$ cat src/rtl/dma_16b_32b_pkg.sv
// Shared frame-buffer definitions for the 16-bit to 32-bit DMA packer.
package dma_16b_32b_pkg;

  localparam int FIFO_DEPTH_DEF = 4;
  localparam int LINE_CNT_W     = 12;
  localparam logic [LINE_CNT_W-1:0] LINE_CNT_MAX = {LINE_CNT_W{1'b1}};

  typedef enum logic {
    PH_LOW  = 1'b0,
    PH_HIGH = 1'b1
  } phase_t;

  function automatic logic [31:0] pack_word(input logic [15:0] hi, input logic [15:0] lo);
    return {hi, lo};
  endfunction

endpackage

$ cat src/rtl/dma_16b_32b_if.sv
// Video-in / word-out bus of the packer; master is the packer side.
interface dma_16b_32b_if;
  import dma_16b_32b_pkg::*;

  logic                  dma_de_16b_i;
  logic [15:0]           dma_d_16b_i;
  logic                  dma_wr_valid_o;
  logic [31:0]           dma_d_32b_o;
  logic                  dma_wr_ready_i;
  logic                  dma_line_done_o;
  logic [LINE_CNT_W-1:0] dma_line_words_o;
  logic                  dma_ovf_o;

  modport master (
    input  dma_de_16b_i, dma_d_16b_i, dma_wr_ready_i,
    output dma_wr_valid_o, dma_d_32b_o, dma_line_done_o, dma_line_words_o, dma_ovf_o
  );

  modport slave (
    output dma_de_16b_i, dma_d_16b_i, dma_wr_ready_i,
    input  dma_wr_valid_o, dma_d_32b_o, dma_line_done_o, dma_line_words_o, dma_ovf_o
  );

endinterface

$ cat src/rtl/dma_16b_32b_word_fifo.sv
// First-word-fall-through word FIFO; pointers carry one extra wrap bit for full/empty.
module dma_word_fifo
  import dma_16b_32b_pkg::*;
#(
  parameter int DEPTH = FIFO_DEPTH_DEF,
  parameter int WIDTH = 32
) (
  input  logic             clk,
  input  logic             rst_n,
  input  logic             srst,
  input  logic             push,
  input  logic [WIDTH-1:0] din,
  input  logic             rd_ready,
  output logic [WIDTH-1:0] dout,
  output logic             empty,
  output logic             full,
  output logic             pop
);

  localparam int AW = $clog2(DEPTH);
  localparam logic [AW:0] PTR_ONE = {{AW{1'b0}}, 1'b1};

  logic [AW:0]      wr_ptr_r;
  logic [AW:0]      rd_ptr_r;
  logic [WIDTH-1:0] mem_r [DEPTH];
  logic             wr_en_s;

  always_comb begin
    empty   = (wr_ptr_r == rd_ptr_r);
    full    = (wr_ptr_r[AW] != rd_ptr_r[AW]) && (wr_ptr_r[AW-1:0] == rd_ptr_r[AW-1:0]);
    pop     = rd_ready & ~empty;
    wr_en_s = push & (~full | pop);
    if (empty) begin
      dout = {WIDTH{1'b0}};
    end else begin
      dout = mem_r[rd_ptr_r[AW-1:0]];
    end
  end

  always_ff @(posedge clk or negedge rst_n) begin
    if (!rst_n) begin
      wr_ptr_r <= {(AW+1){1'b0}};
      rd_ptr_r <= {(AW+1){1'b0}};
    end else if (srst) begin
      wr_ptr_r <= {(AW+1){1'b0}};
      rd_ptr_r <= {(AW+1){1'b0}};
    end else begin
      if (wr_en_s) wr_ptr_r <= wr_ptr_r + PTR_ONE;
      if (pop)     rd_ptr_r <= rd_ptr_r + PTR_ONE;
    end
  end

  // Storage needs no reset: the head is masked to zero whenever the FIFO is empty.
  always_ff @(posedge clk) begin
    if (wr_en_s) mem_r[wr_ptr_r[AW-1:0]] <= din;
  end

endmodule

$ cat src/rtl/dma_16b_32b.sv
// Packs a 16-bit video pixel stream into 32-bit words, pads odd lines, buffers words in a FWFT FIFO.
module dma_16b_32b
  import dma_16b_32b_pkg::*;
#(
  parameter int FIFO_DEPTH = FIFO_DEPTH_DEF
) (
  input  logic           sys_clk,
  input  logic           rst_n,
  input  logic           dma_rst_i,
  dma_16b_32b_if.master  bus
);

  logic                  de_r, de_prev_r, armed_r, in_line_r;
  logic [15:0]           d_r, low_r;
  phase_t                phase_r, phase_nxt_s;
  logic                  rise_s, fall_s, pix_s;
  logic                  push_s, pad_s, store_lo_s;
  logic [31:0]           word_s, word_r;
  logic                  push_r, pad_r, line_done_r, ovf_r;
  logic [LINE_CNT_W-1:0] line_words_r;
  logic                  fifo_empty_s, fifo_full_s, fifo_pop_s;

  // armed_r blocks a line start until DE has been seen low after any reset.
  assign rise_s = de_r & ~de_prev_r & armed_r;
  assign fall_s = ~de_r & de_prev_r & in_line_r;
  assign pix_s  = de_r & (rise_s | in_line_r);

  always_ff @(posedge sys_clk or negedge rst_n) begin
    if (!rst_n) begin
      de_r      <= 1'b0;
      d_r       <= 16'h0000;
      de_prev_r <= 1'b0;
      armed_r   <= 1'b0;
      in_line_r <= 1'b0;
    end else if (dma_rst_i) begin
      de_r      <= 1'b0;
      d_r       <= 16'h0000;
      de_prev_r <= 1'b0;
      armed_r   <= 1'b0;
      in_line_r <= 1'b0;
    end else begin
      de_r      <= bus.dma_de_16b_i;
      d_r       <= bus.dma_d_16b_i;
      de_prev_r <= de_r;
      armed_r   <= armed_r | ~bus.dma_de_16b_i;
      if (rise_s) begin
        in_line_r <= 1'b1;
      end else if (fall_s) begin
        in_line_r <= 1'b0;
      end
    end
  end

  always_ff @(posedge sys_clk or negedge rst_n) begin
    if (!rst_n) begin
      phase_r <= PH_LOW;
    end else if (dma_rst_i) begin
      phase_r <= PH_LOW;
    end else begin
      phase_r <= phase_nxt_s;
    end
  end

  always_comb begin
    phase_nxt_s = phase_r;
    if (rise_s) begin
      phase_nxt_s = PH_HIGH;
    end else if (pix_s) begin
      case (phase_r)
        PH_LOW:  phase_nxt_s = PH_HIGH;
        PH_HIGH: phase_nxt_s = PH_LOW;
        default: phase_nxt_s = PH_LOW;
      endcase
    end else if (fall_s) begin
      phase_nxt_s = PH_LOW;
    end else begin
      phase_nxt_s = phase_r;
    end
  end

  always_comb begin
    push_s     = 1'b0;
    pad_s      = 1'b0;
    store_lo_s = 1'b0;
    word_s     = pack_word(d_r, low_r);
    if (rise_s) begin
      store_lo_s = 1'b1;
    end else if (pix_s) begin
      case (phase_r)
        PH_LOW:  store_lo_s = 1'b1;
        PH_HIGH: push_s     = 1'b1;
        default: store_lo_s = 1'b0;
      endcase
    end else if (fall_s && (phase_r == PH_HIGH)) begin
      push_s = 1'b1;
      pad_s  = 1'b1;
      word_s = pack_word(16'h0000, low_r);
    end else begin
      push_s = 1'b0;
    end
  end

  always_ff @(posedge sys_clk or negedge rst_n) begin
    if (!rst_n) begin
      low_r  <= 16'h0000;
      push_r <= 1'b0;
      pad_r  <= 1'b0;
      word_r <= 32'h0000_0000;
    end else if (dma_rst_i) begin
      low_r  <= 16'h0000;
      push_r <= 1'b0;
      pad_r  <= 1'b0;
      word_r <= 32'h0000_0000;
    end else begin
      if (store_lo_s) low_r <= d_r;
      push_r <= push_s;
      pad_r  <= pad_s;
      word_r <= word_s;
    end
  end

  // An even line ends with the push already in flight when the fall is seen; an odd one with its pad.
  always_ff @(posedge sys_clk or negedge rst_n) begin
    if (!rst_n) begin
      line_words_r <= {LINE_CNT_W{1'b0}};
      line_done_r  <= 1'b0;
      ovf_r        <= 1'b0;
    end else if (dma_rst_i) begin
      line_words_r <= {LINE_CNT_W{1'b0}};
      line_done_r  <= 1'b0;
      ovf_r        <= 1'b0;
    end else begin
      if (rise_s) begin
        line_words_r <= {LINE_CNT_W{1'b0}};
      end else if (push_r && (line_words_r != LINE_CNT_MAX)) begin
        line_words_r <= line_words_r + {{(LINE_CNT_W-1){1'b0}}, 1'b1};
      end
      line_done_r <= (fall_s & (phase_r == PH_LOW)) | (push_r & pad_r);
      ovf_r       <= ovf_r | (push_r & fifo_full_s & ~fifo_pop_s);
    end
  end

  dma_word_fifo #(
    .DEPTH (FIFO_DEPTH),
    .WIDTH (32)
  ) u_fifo (
    .clk      (sys_clk),
    .rst_n    (rst_n),
    .srst     (dma_rst_i),
    .push     (push_r),
    .din      (word_r),
    .rd_ready (bus.dma_wr_ready_i),
    .dout     (bus.dma_d_32b_o),
    .empty    (fifo_empty_s),
    .full     (fifo_full_s),
    .pop      (fifo_pop_s)
  );

  assign bus.dma_wr_valid_o   = ~fifo_empty_s;
  assign bus.dma_line_done_o  = line_done_r;
  assign bus.dma_line_words_o = line_words_r;
  assign bus.dma_ovf_o        = ovf_r;

endmodule

$ cat src/flat_wrapper.sv
// flat-port wrapper written by rule: the top's interface ports become plain ports
module dma_16b_32b_flat import dma_16b_32b_pkg::*;
#(
  parameter int FIFO_DEPTH = FIFO_DEPTH_DEF
)
  (sys_clk, rst_n, dma_rst_i, bus_dma_de_16b_i, bus_dma_d_16b_i, bus_dma_wr_ready_i, bus_dma_wr_valid_o, bus_dma_d_32b_o, bus_dma_line_done_o, bus_dma_line_words_o, bus_dma_ovf_o);
  dma_16b_32b_if bus_i ();
  input  logic sys_clk;
  input  logic rst_n;
  input  logic dma_rst_i;
  input wire logic [$bits(bus_i.dma_de_16b_i)-1:0] bus_dma_de_16b_i;
  input wire logic [$bits(bus_i.dma_d_16b_i)-1:0] bus_dma_d_16b_i;
  input wire logic [$bits(bus_i.dma_wr_ready_i)-1:0] bus_dma_wr_ready_i;
  output wire logic [$bits(bus_i.dma_wr_valid_o)-1:0] bus_dma_wr_valid_o;
  output wire logic [$bits(bus_i.dma_d_32b_o)-1:0] bus_dma_d_32b_o;
  output wire logic [$bits(bus_i.dma_line_done_o)-1:0] bus_dma_line_done_o;
  output wire logic [$bits(bus_i.dma_line_words_o)-1:0] bus_dma_line_words_o;
  output wire logic [$bits(bus_i.dma_ovf_o)-1:0] bus_dma_ovf_o;
  assign bus_i.dma_de_16b_i = bus_dma_de_16b_i;
  assign bus_i.dma_d_16b_i = bus_dma_d_16b_i;
  assign bus_i.dma_wr_ready_i = bus_dma_wr_ready_i;
  assign bus_dma_wr_valid_o = bus_i.dma_wr_valid_o;
  assign bus_dma_d_32b_o = bus_i.dma_d_32b_o;
  assign bus_dma_line_done_o = bus_i.dma_line_done_o;
  assign bus_dma_line_words_o = bus_i.dma_line_words_o;
  assign bus_dma_ovf_o = bus_i.dma_ovf_o;
  dma_16b_32b #(.FIFO_DEPTH(FIFO_DEPTH)) u_core (.sys_clk(sys_clk), .rst_n(rst_n), .dma_rst_i(dma_rst_i), .bus(bus_i));
endmodule
$ cat config.mk
export PLATFORM = sky130hd
export DESIGN_NAME = dma_16b_32b_flat
export DESIGN_NICKNAME = d
export VERILOG_FILES = /design/src/rtl/dma_16b_32b_pkg.sv /design/src/rtl/dma_16b_32b_if.sv /design/src/rtl/dma_16b_32b_word_fifo.sv /design/src/rtl/dma_16b_32b.sv /design/src/flat_wrapper.sv
export SDC_FILE = /design/constraint.sdc
export NUM_CORES = 1
export LEC_CHECK = 0
export CORE_MARGIN = 4
export CORE_UTILIZATION = 50
export CTS_CLUSTER_DIAMETER = 30
export CTS_CLUSTER_SIZE = 8
export DETAILED_ROUTE_END_ITERATION = 16
export PLACE_DENSITY = 0.7
export SLEW_MARGIN = 20
export SYNTH_ARGS = -nofsm -noshare
export SYNTH_HDL_FRONTEND = slang
export SYNTH_SLANG_ARGS = --single-unit
$ cat constraint.sdc
create_clock -name sys_clk -period 3.3 [get_ports sys_clk]
set_clock_uncertainty 0.2 [all_clocks]
set_input_delay 0.66 -clock sys_clk [delete_from_list [all_inputs] [get_ports sys_clk]]
set_output_delay 0.66 -clock sys_clk [all_outputs]
set_load 0.05 [all_outputs]
==> results_dict.tcl, run 1 <==
set metrics [dict create \
    path_clk_slew_ns 0.05 \
    core_um2 16600 \
    setup_viol 0 \
    ys_types 47 \
    nNetsFinal 630 \
    hpwlAfterDp_um 9190 \
    overflow 0 \
    wire_per_inst_um 18.0 \
    final_util_pct 63.7 \
    hp-class "flip-flop to flip-flop" \
    power_frac_clock_pct 54.1 \
    path_class "flip-flop to primary output" \
    synth_top_area_share_pct 45.3 \
    whs_ns 0.273 \
    cp_data_arrival_time_ns 2.19 \
    cts_max_path_buffers 3 \
    worst_pin_slew_ns 0.668 \
    num_antenna_cells 0 \
    seqPwrFrac_pct 44.2 \
    stdcell_count 853 \
    intPower_w 0.00537 \
    min_period_ns 3.05 \
    netlist_area_um2 8490 \
    synth_top_area_cell "edfxtp_1" \
    start_util_pct 51.2 \
    ant_nets 0 \
    worstPathMaxFanout 34 \
    drc 0 \
    synthToLayoutAreaGrowth_pct 24.4 \
    start_kind "flip-flop" \
    async_flop_share_pct 41.6 \
    wirelength_um 15300 \
    synth-seq-cells 219 \
    irDropWorstVdd_mv 0.505 \
    fp.dieArea_um2 19100 \
    crit_top_cell "buf_4" \
    p_sw_w 0.00130 \
    viasPerCell 5.21 \
    fillers 1205 \
    rsz0062_at_grt "false" \
    synth_ff_type "edfxtp_1" \
    final-hold-violation-count 0 \
    grt_usage_pct 16.5 \
    maxSlewViolCount 0 \
    clock_latency_ns 0.51 \
    status "finished clean" \
    synth_area_leaders "edfxtp_1, dfrtp_1, mux4_2" \
    portBuffers 67 \
    min_period_over_period_pct 92.5 \
    gp_congestion 0.776 \
    max_stage_delay_ns 0.45 \
    seq_area_um2 6120 \
    drive_above_1_share_pct 23.1 \
    firstDrtPassIters 5 \
    placedCellCount 782 \
    yosysWarnings 0 \
    synth_fp_nets 534 \
    num_rows 47 \
    max_freq_mhz 328 \
    die_w_um 138 \
    grt_pass1_vias 4763 \
    crit_slowest_cell "buf_4" \
    crit_chain "buf_4, mux4_2, nor2b_1, buf_4" \
    p_comb_share_pct 1.7 \
    cts_tree "done" \
    drv_cap 0 \
    syn_area_per_cell_um2 16.7 \
    cts_resized 0 \
    drtIter0Drc 219 \
    synth_edf_count 128 \
    antenna_found_initial 0 \
    cts-root-buf "clkbuf_16" \
    vias 4446 \
    power.leakage_nw 4.26 \
    p_sw_share_pct 19.5 \
    clock-sinks 219 \
    tns_ns 0 \
    cts_htree_levels 2 \
    grt_max_degree 66 \
    pwr_density_cell_nw_per_um2 632 \
    multiInputGateArea_um2 2230 \
    syn_inst 507 \
    cts_made_buffers 38 \
    die_height_um 138 \
    yosysSeqAreaShare_pct 72.1 \
    grt_pass1_wl_um 25200 \
    relSlewSlack_pct 55.5 \
    io_pins 68 \
    worst_ep_required_time_ns 2.44 \
    crit_path_end_kind "primary output" \
]
layer usage:
layer / vias to the layer above / track usage, % / share of wire, %
li1: 2059 / - / -
met1: 2257 / 21.9 / 44
met2: 112 / 27.0 / 50
met3: 18 / 3.83 / 4.8
met4: 0 / 6.24 / 1.7
met5: - / 0 / 0
layout make-up:
class | instances | area share [%]
clock buffer | 59 | 10.2
multi-input combinational | 255 | 21.1
tap | 220 | 2.61
inverter | 8 | 0.284
clock inverter | 11 | 1.18
timing repair buffer | 81 | 6.64
sequential | 219 | 58.0
final timing paths:
| kind | depth (start not counted) | endpoint | startpoint | slack, ns |
|---|---|---|---|---|
| setup / recovery | 4 | bus_dma_d_32b_o[0] | u_core.u_fifo.rd_ptr_r[1]$_DFFE_PN0P_ | 0.25 |
| hold / removal | 1 | u_core.word_r[20]$_DFF_PN0_ | u_core.d_r[4]$_DFF_PN0_ | 0.27 |
| setup reg to reg | 5 | u_core.u_fifo.mem_r[0][3]$_DFFE_PP_ | u_core.u_fifo.wr_ptr_r[1]$_DFFE_PN0P_ | 1.08 |
| hold reg to reg | 1 | u_core.word_r[20]$_DFF_PN0_ | u_core.d_r[4]$_DFF_PN0_ | 0.27 |
| max in group asynchronous | 3 | u_core.word_r[4]$_DFF_PN0_ | rst_n | 1.71 |
| min in group asynchronous | 2 | u_core.low_r[11]$_DFFE_PN0P_ | rst_n | 0.47 |
cell families after synthesis:
| kind of cell | after synthesis | share of synthesized area [%] |
|---|---|---|
| buffers and inverters | 33 | 1.80 |
| AOI/OAI and AO/OA | 33 | 2.56 |
| adders and majority gates | 6 | 0.884 |
| xor gates and xnor gates | 8 | 1.00 |
| DFF | 219 | 72.1 |
| and+or+nand+nor | 156 | 10.8 |
| muxes | 52 | 10.8 |
power groups by stage:
| stage | Sequential (W) | Combinational, W | Clock (W) |
|---|---|---|---|
| 2_1_floorplan | 0.00298 | 0.0000515 | 0 |
| 3_3_place_gp | 0.00299 | 0.000114 | 0 |
| 6_report | 0.00295 | 0.000114 | 0.00361 |
| 5_1_grt | 0.00295 | 0.000128 | 0.00383 |
| 3_5_place_dp | 0.00299 | 0.000116 | 0 |
| 4_1_cts | 0.00295 | 0.000117 | 0.00369 |
cells in the mapped netlist (all sizes together), types with 3 or more instances:
library cell	instances
edfxtp	128
dfrtp	91
nor2b	60
mux4	32
nor2	30
and2	21
mux2i	20
clkbuf	14
a21oi	13
buf	11
o21ai	11
and2b	9
inv	8
or3	7
ha	6
nand3	6
xor2	6
nand2	5
and4	4
nand4	3
nor3	3
state kept, by name, summed over array words and instances, names as in the netlist, 3 cells and up:
register	count
u_core.low_r	16
u_core.word_r	32
u_core.bus.dma_line_words_o	12
u_core.u_fifo.mem_r	128
u_core.d_r	16
u_core.u_fifo.wr_ptr_r	3
u_core.u_fifo.rd_ptr_r	3
cell usage in the layout (no fill, tap or decap), drive strengths merged, types with 6 or more instances in the layout:
| cell | count |
|---|---|
| edfxtp | 128 |
| dfrtp | 91 |
| nor2b | 60 |
| clkbuf | 59 |
| buf | 48 |
| mux4 | 32 |
| clkdlybuf4s50 | 32 |
| nor2 | 30 |
| and2 | 21 |
| mux2i | 20 |
| a21oi | 13 |
| o21ai | 11 |
| inv | 10 |
| and2b | 9 |
| or3 | 7 |
| nand3 | 6 |
| ha | 6 |
| xor2 | 6 |
| clkinv | 6 |
stage by stage:
stage	setup WS, ns	area [um^2]	power, W
after global routing	0.125	10600	0.00691
final	0.248	10600	0.00668
after global placement	0.704	9350	0.00311
after detailed placement	0.608	9350	0.00311
after CTS	0.198	10600	0.00675
after floorplan	0.621	8490	0.00303
repair_timing:
action	4_1_cts	5_1_grt
setup buffers	0	0
hold endpoints to repair	34	0
setup endpoints to repair	0	0
hold buffers	1	0
critical path, delay by kind of cell (launching register included):
family / cells / cell delay, ns
DFF: 1 / 0.40
and+or+nand+nor: 1 / 0.27
muxes: 1 / 0.29
buffers and inverters: 2 / 0.71
Note: power is estimated with default switching activity, not from simulation.
==> run 2: changes to the inputs <==
CTS_CLUSTER_DIAMETER = 50   (was 30)
==> results_dict.tcl, run 2 (same netlist as run 1, synthesis figures left out) <==
set metrics [dict create \
    min_period_over_period_pct 93.1 \
    cts-root-buf "clkbuf_16" \
    ant_nets 0 \
    final_util_pct 61.6 \
    vias 4376 \
    relSlewSlack_pct 55.3 \
    cts_max_path_buffers 3 \
    irDropWorstVdd_mv 0.428 \
    hpwlAfterDp_um 9190 \
    wirelength_um 15000 \
    final_cell_mix "edfxtp_1, dfrtp_1, nor2b_1" \
    antenna_found_initial 0 \
    fillers 1244 \
    setup_viol 0 \
    cts_made_buffers 31 \
    cts_setup_buffers 0 \
    worstReg2RegEnd "u_core.u_fifo.mem_r[1][13]$_DFFE_PP_" \
    fp.dieArea_um2 19100 \
    die_w_um 138 \
    grt_max_degree 66 \
    maxSlewViolCount 0 \
    power.leakage_nw 4.09 \
    pwr_density_cell_nw_per_um2 570 \
    max_freq_mhz 325 \
    synthToLayoutAreaGrowth_pct 20.4 \
    gp_congestion 0.776 \
    hp-class "flip-flop to flip-flop" \
    dr_wl_met3_um 767 \
    final_common_cell "edfxtp_1" \
    holdPathEnd "u_core.word_r[20]$_DFF_PN0_" \
    start_util_pct 51.2 \
    viasPerCell 5.22 \
    path_clk_slew_ns 0.05 \
    cts_resized 0 \
    clock_latency_ns 0.52 \
    worst_ep_required_time_ns 2.44 \
    die_height_um 138 \
    drtIter0Drc 241 \
    drive_above_1_share_pct 20.2 \
    tns_ns 0 \
    grt_pass1_wl_um 24700 \
    final-hold-violation-count 0 \
    portBuffers 67 \
    num_rows 47 \
    io_pins 68 \
    num_antenna_cells 0 \
    largest_reg_flops 128 \
    reg2reg_depth 5 \
    core_um2 16600 \
    wire_per_inst_um 17.9 \
    grt_pass1_vias 4691 \
    clock-sinks 219 \
    drc 0 \
    min_path_cells 1 \
    crit_path_end_kind "primary output" \
    path_class "flip-flop to primary output" \
    status "finished clean" \
    r2r-start "u_core.u_fifo.wr_ptr_r[1]$_DFFE_PN0P_" \
    overflow 0 \
    start_kind "flip-flop" \
    hold_path.startpoint "u_core.d_r[4]$_DFF_PN0_" \
    cts_htree_levels 1 \
    cts_tree "done" \
    cp_data_arrival_time_ns 2.21 \
    drv_cap 0 \
    nNetsFinal 623 \
    rsz0062_at_grt "false" \
    wl_met1_um 6440 \
    worstPathMaxFanout 33 \
    min_period_ns 3.07 \
    firstDrtPassIters 4 \
    route.met2.wl_um 7520 \
    worst_pin_slew_ns 0.670 \
    rrSetupSlack_ns 1.06 \
    top_layer "met4" \
    grt_usage_pct 16.1 \
]
## run 2: cell count changes in the layout (fill, tap and decap cells not counted), sizes merged
cell	change
clkinvlp	-1
clkinv	-5
bufinv	-2
clkbuf	-5
inv	-2
## run 2: final cells by class
cell class	count	area (um^2)	share of cell area, %
inverter	8	30.0	0.294
sequential	219	6120	59.9
multi-input combinational	255	2230	21.8
tap	220	275	2.69
timing repair buffer	81	701	6.85
clock buffer	54	862	8.43
clock inverter	1	5.00	0.0490
## run 2: metrics by stage
step / instances / area (um^2) / setup slack (ns) / total power, W / hold WS, ns
after detailed placement: 782 / 9350 / 0.608 / 0.00311 / 0.268
after floorplan: 507 / 8490 / 0.621 / 0.00303 / 0.164
after global placement: 782 / 9350 / 0.704 / 0.00311 / 0.263
final: 838 / 10200 / 0.226 / 0.00583 / 0.271
after CTS: 838 / 10200 / 0.203 / 0.00590 / 0.281
after global routing: 838 / 10200 / 0.107 / 0.00605 / 0.295
## run 2: timing repair
action	CTS	global route
hold buffers	1	0
endpoints found under the setup margin	0	0
hold endpoints to repair	34	0
## run 2: where the power goes
part           total [W]  internal [W]  switching, W
combinational   0.000114     0.0000484     0.0000652
sequential       0.00295       0.00292     0.0000229
clock            0.00277       0.00173       0.00104
## run 2: critical path, stage by stage, from the launching register on
cell and delay (ns):
dfrtp_1 0.45, xor2_2 0.35, nor3_4 0.07, buf_4 0.25, nor2b_1 0.29, buf_4 0.26
## run 2: worst max-delay path by stage
stage                                                startpoint                                    to  slack (ns)  cells past startpoint
after floorplan           u_core.u_fifo.rd_ptr_r[0]$_DFFE_PN0P_                   bus_dma_d_32b_o[10]        0.62                      5
after global placement                       bus_dma_wr_ready_i  u_core.u_fifo.mem_r[1][17]$_DFFE_PP_        0.70                      5
after detailed placement                     bus_dma_wr_ready_i  u_core.u_fifo.mem_r[2][20]$_DFFE_PP_        0.61                      5
after CTS                 u_core.u_fifo.wr_ptr_r[1]$_DFFE_PN0P_                    bus_dma_d_32b_o[4]        0.20                      5
after global routing      u_core.u_fifo.wr_ptr_r[1]$_DFFE_PN0P_                    bus_dma_d_32b_o[4]        0.11                      5
final                     u_core.u_fifo.wr_ptr_r[1]$_DFFE_PN0P_                    bus_dma_d_32b_o[1]        0.23                      5
## run 2: metal layers
metal,track usage [%],up-vias
li1,-,2024
met1,21.9,2212
met2,26.8,114
met3,2.83,26
met4,4.89,0
met5,0,-
==> run 3: changes to the inputs <==
CORE_MARGIN = unset   (was 4)
==> results_dict.tcl, run 3 (same netlist as run 1, synthesis figures left out) <==
set metrics [dict create \
    hp-class "input port to asynchronous set/reset pin" \
    grt_usage_pct 18.0 \
    firstDrtPassIters 4 \
    clock-sinks 219 \
    cts_htree_levels 1 \
    die_height_um 132 \
    overflow 0 \
    final_common_cell "edfxtp_1" \
    drv_cap 0 \
    drtIter0Drc 225 \
    portBuffers 67 \
    hpwlAfterDp_um 8790 \
    worstPathMaxFanout 32 \
    whs_ns -0.0270 \
    cp_data_arrival_time_ns 2.20 \
    num_rows 47 \
    placedCellCount 781 \
    rrSetupSlack_ns 1.05 \
    postCtsHoldBufs 0 \
    grt_pass1_vias 4640 \
    synthToLayoutAreaGrowth_pct 20.3 \
    power_w 0.00582 \
    grt_pass1_wl_um 24500 \
    wire_per_inst_um 17.8 \
    cts_setup_buffers 0 \
    viasPerCell 5.23 \
    setup_viol 0 \
    worst_ep_required_time_ns 2.44 \
    start_kind "flip-flop" \
    path_clk_slew_ns 0.05 \
    grt_max_degree 66 \
    cts_made_buffers 31 \
    status "finished, violations left" \
    cts_max_path_buffers 3 \
    relSlewSlack_pct 52.0 \
    start_util_pct 51.2 \
    cts-root-buf "clkbuf_16" \
    num_antenna_cells 0 \
    drc 0 \
    core_um2 16600 \
    vias 4358 \
    power.leakage_nw 4.08 \
    maxSlewViolCount 0 \
    gp_congestion 0.763 \
    largest_reg_flops 128 \
    stdcell_count 834 \
    drive_above_1_share_pct 20.4 \
    min_period_ns 3.06 \
    die_w_um 132 \
    tns_ns 0 \
    fp.dieArea_um2 17500 \
    final_util_pct 61.6 \
    cts_tree "done" \
    nNetsFinal 621 \
    irDropWorstVdd_mv 0.447 \
    final-hold-violation-count 14 \
    violations "negative hold slack" \
    final_cell_mix "edfxtp_1, dfrtp_1, nor2b_1" \
    pwr_density_cell_nw_per_um2 570 \
    max_freq_mhz 327 \
    crit_path_end_kind "primary output" \
    min_period_over_period_pct 92.6 \
    rsz0062_at_grt "false" \
    antenna_found_initial 0 \
    io_pins 68 \
    wirelength_um 14800 \
    ant_nets 0 \
    cts_resized 0 \
    clock_latency_ns 0.52 \
    path_class "flip-flop to primary output" \
    worst_pin_slew_ns 0.720 \
]
==> run 3: cell count changes in the layout (fill, tap and decap cells not counted) <==
cell,delta
clkbuf_1,-3
buf_4,-2
buf_12,+1
clkinv_2,-1
clkinvlp_4,+1
dlygate4sd3_1,-1
inv_6,+1
==> run 3: stage by stage <==
step	area [um^2]	worst slack [ns]	hold WS, ns
5_1_grt	10200	0.151	0.0290
4_1_cts	10200	0.203	0.00162
3_3_place_gp	9350	0.684	0.264
2_1_floorplan	8490	0.621	0.164
6_report	10200	0.243	-0.0270
3_5_place_dp	9350	0.598	0.277
==> run 3: metal layers <==
metal  GRT usage, %  share of wire [%]  vias to the layer above
li1               -                  -                     2029
met1           24.0                 42                     2200
met2           31.5                 51                      110
met3           2.50                5.0                       19
met4           4.53                1.5                        0
met5              0                  0                        -
==> run 3: critical path: stages, from the launching register on <==
cell,delay (ns)
dfrtp_2,0.44
buf_12,0.28
mux4_2,0.53
nor2b_1,0.18
buf_4,0.22
==> run 3: final timing paths <==
| check | start | endpoint | depth (start not counted) |
|---|---|---|---|
| min | rst_n | u_core.d_r[3]$_DFF_PN0_ | 1 |
| min in group sys_clk | u_core.d_r[12]$_DFF_PN0_ | u_core.word_r[28]$_DFF_PN0_ | 1 |
| max reg2reg | u_core.u_fifo.rd_ptr_r[0]$_DFFE_PN0P_ | u_core.u_fifo.mem_r[1][23]$_DFFE_PP_ | 5 |
| min reg2reg | u_core.d_r[12]$_DFF_PN0_ | u_core.word_r[28]$_DFF_PN0_ | 1 |
| max | u_core.u_fifo.rd_ptr_r[0]$_DFFE_PN0P_ | bus_dma_d_32b_o[1] | 4 |
| max in group asynchronous | rst_n | u_core.word_r[19]$_DFF_PN0_ | 2 |
==> run 3: power breakdown <==
part           total (W)  internal, W  switching [W]
registers        0.00295      0.00292      0.0000231
logic           0.000112    0.0000484      0.0000637
clock network    0.00277      0.00173        0.00104
==> run 3: area by class of cell <==
| type | instances | area [um^2] |
|---|---|---|
| fillers | 1261 | 6370 |
| flip-flops and latches | 219 | 6120 |
| multi-input cells | 255 | 2230 |
| clock buffers | 51 | 851 |
| repair buffers | 79 | 696 |
| well taps | 220 | 275 |
| inverters | 8 | 30.0 |
| clock inverters | 2 | 16.3 |
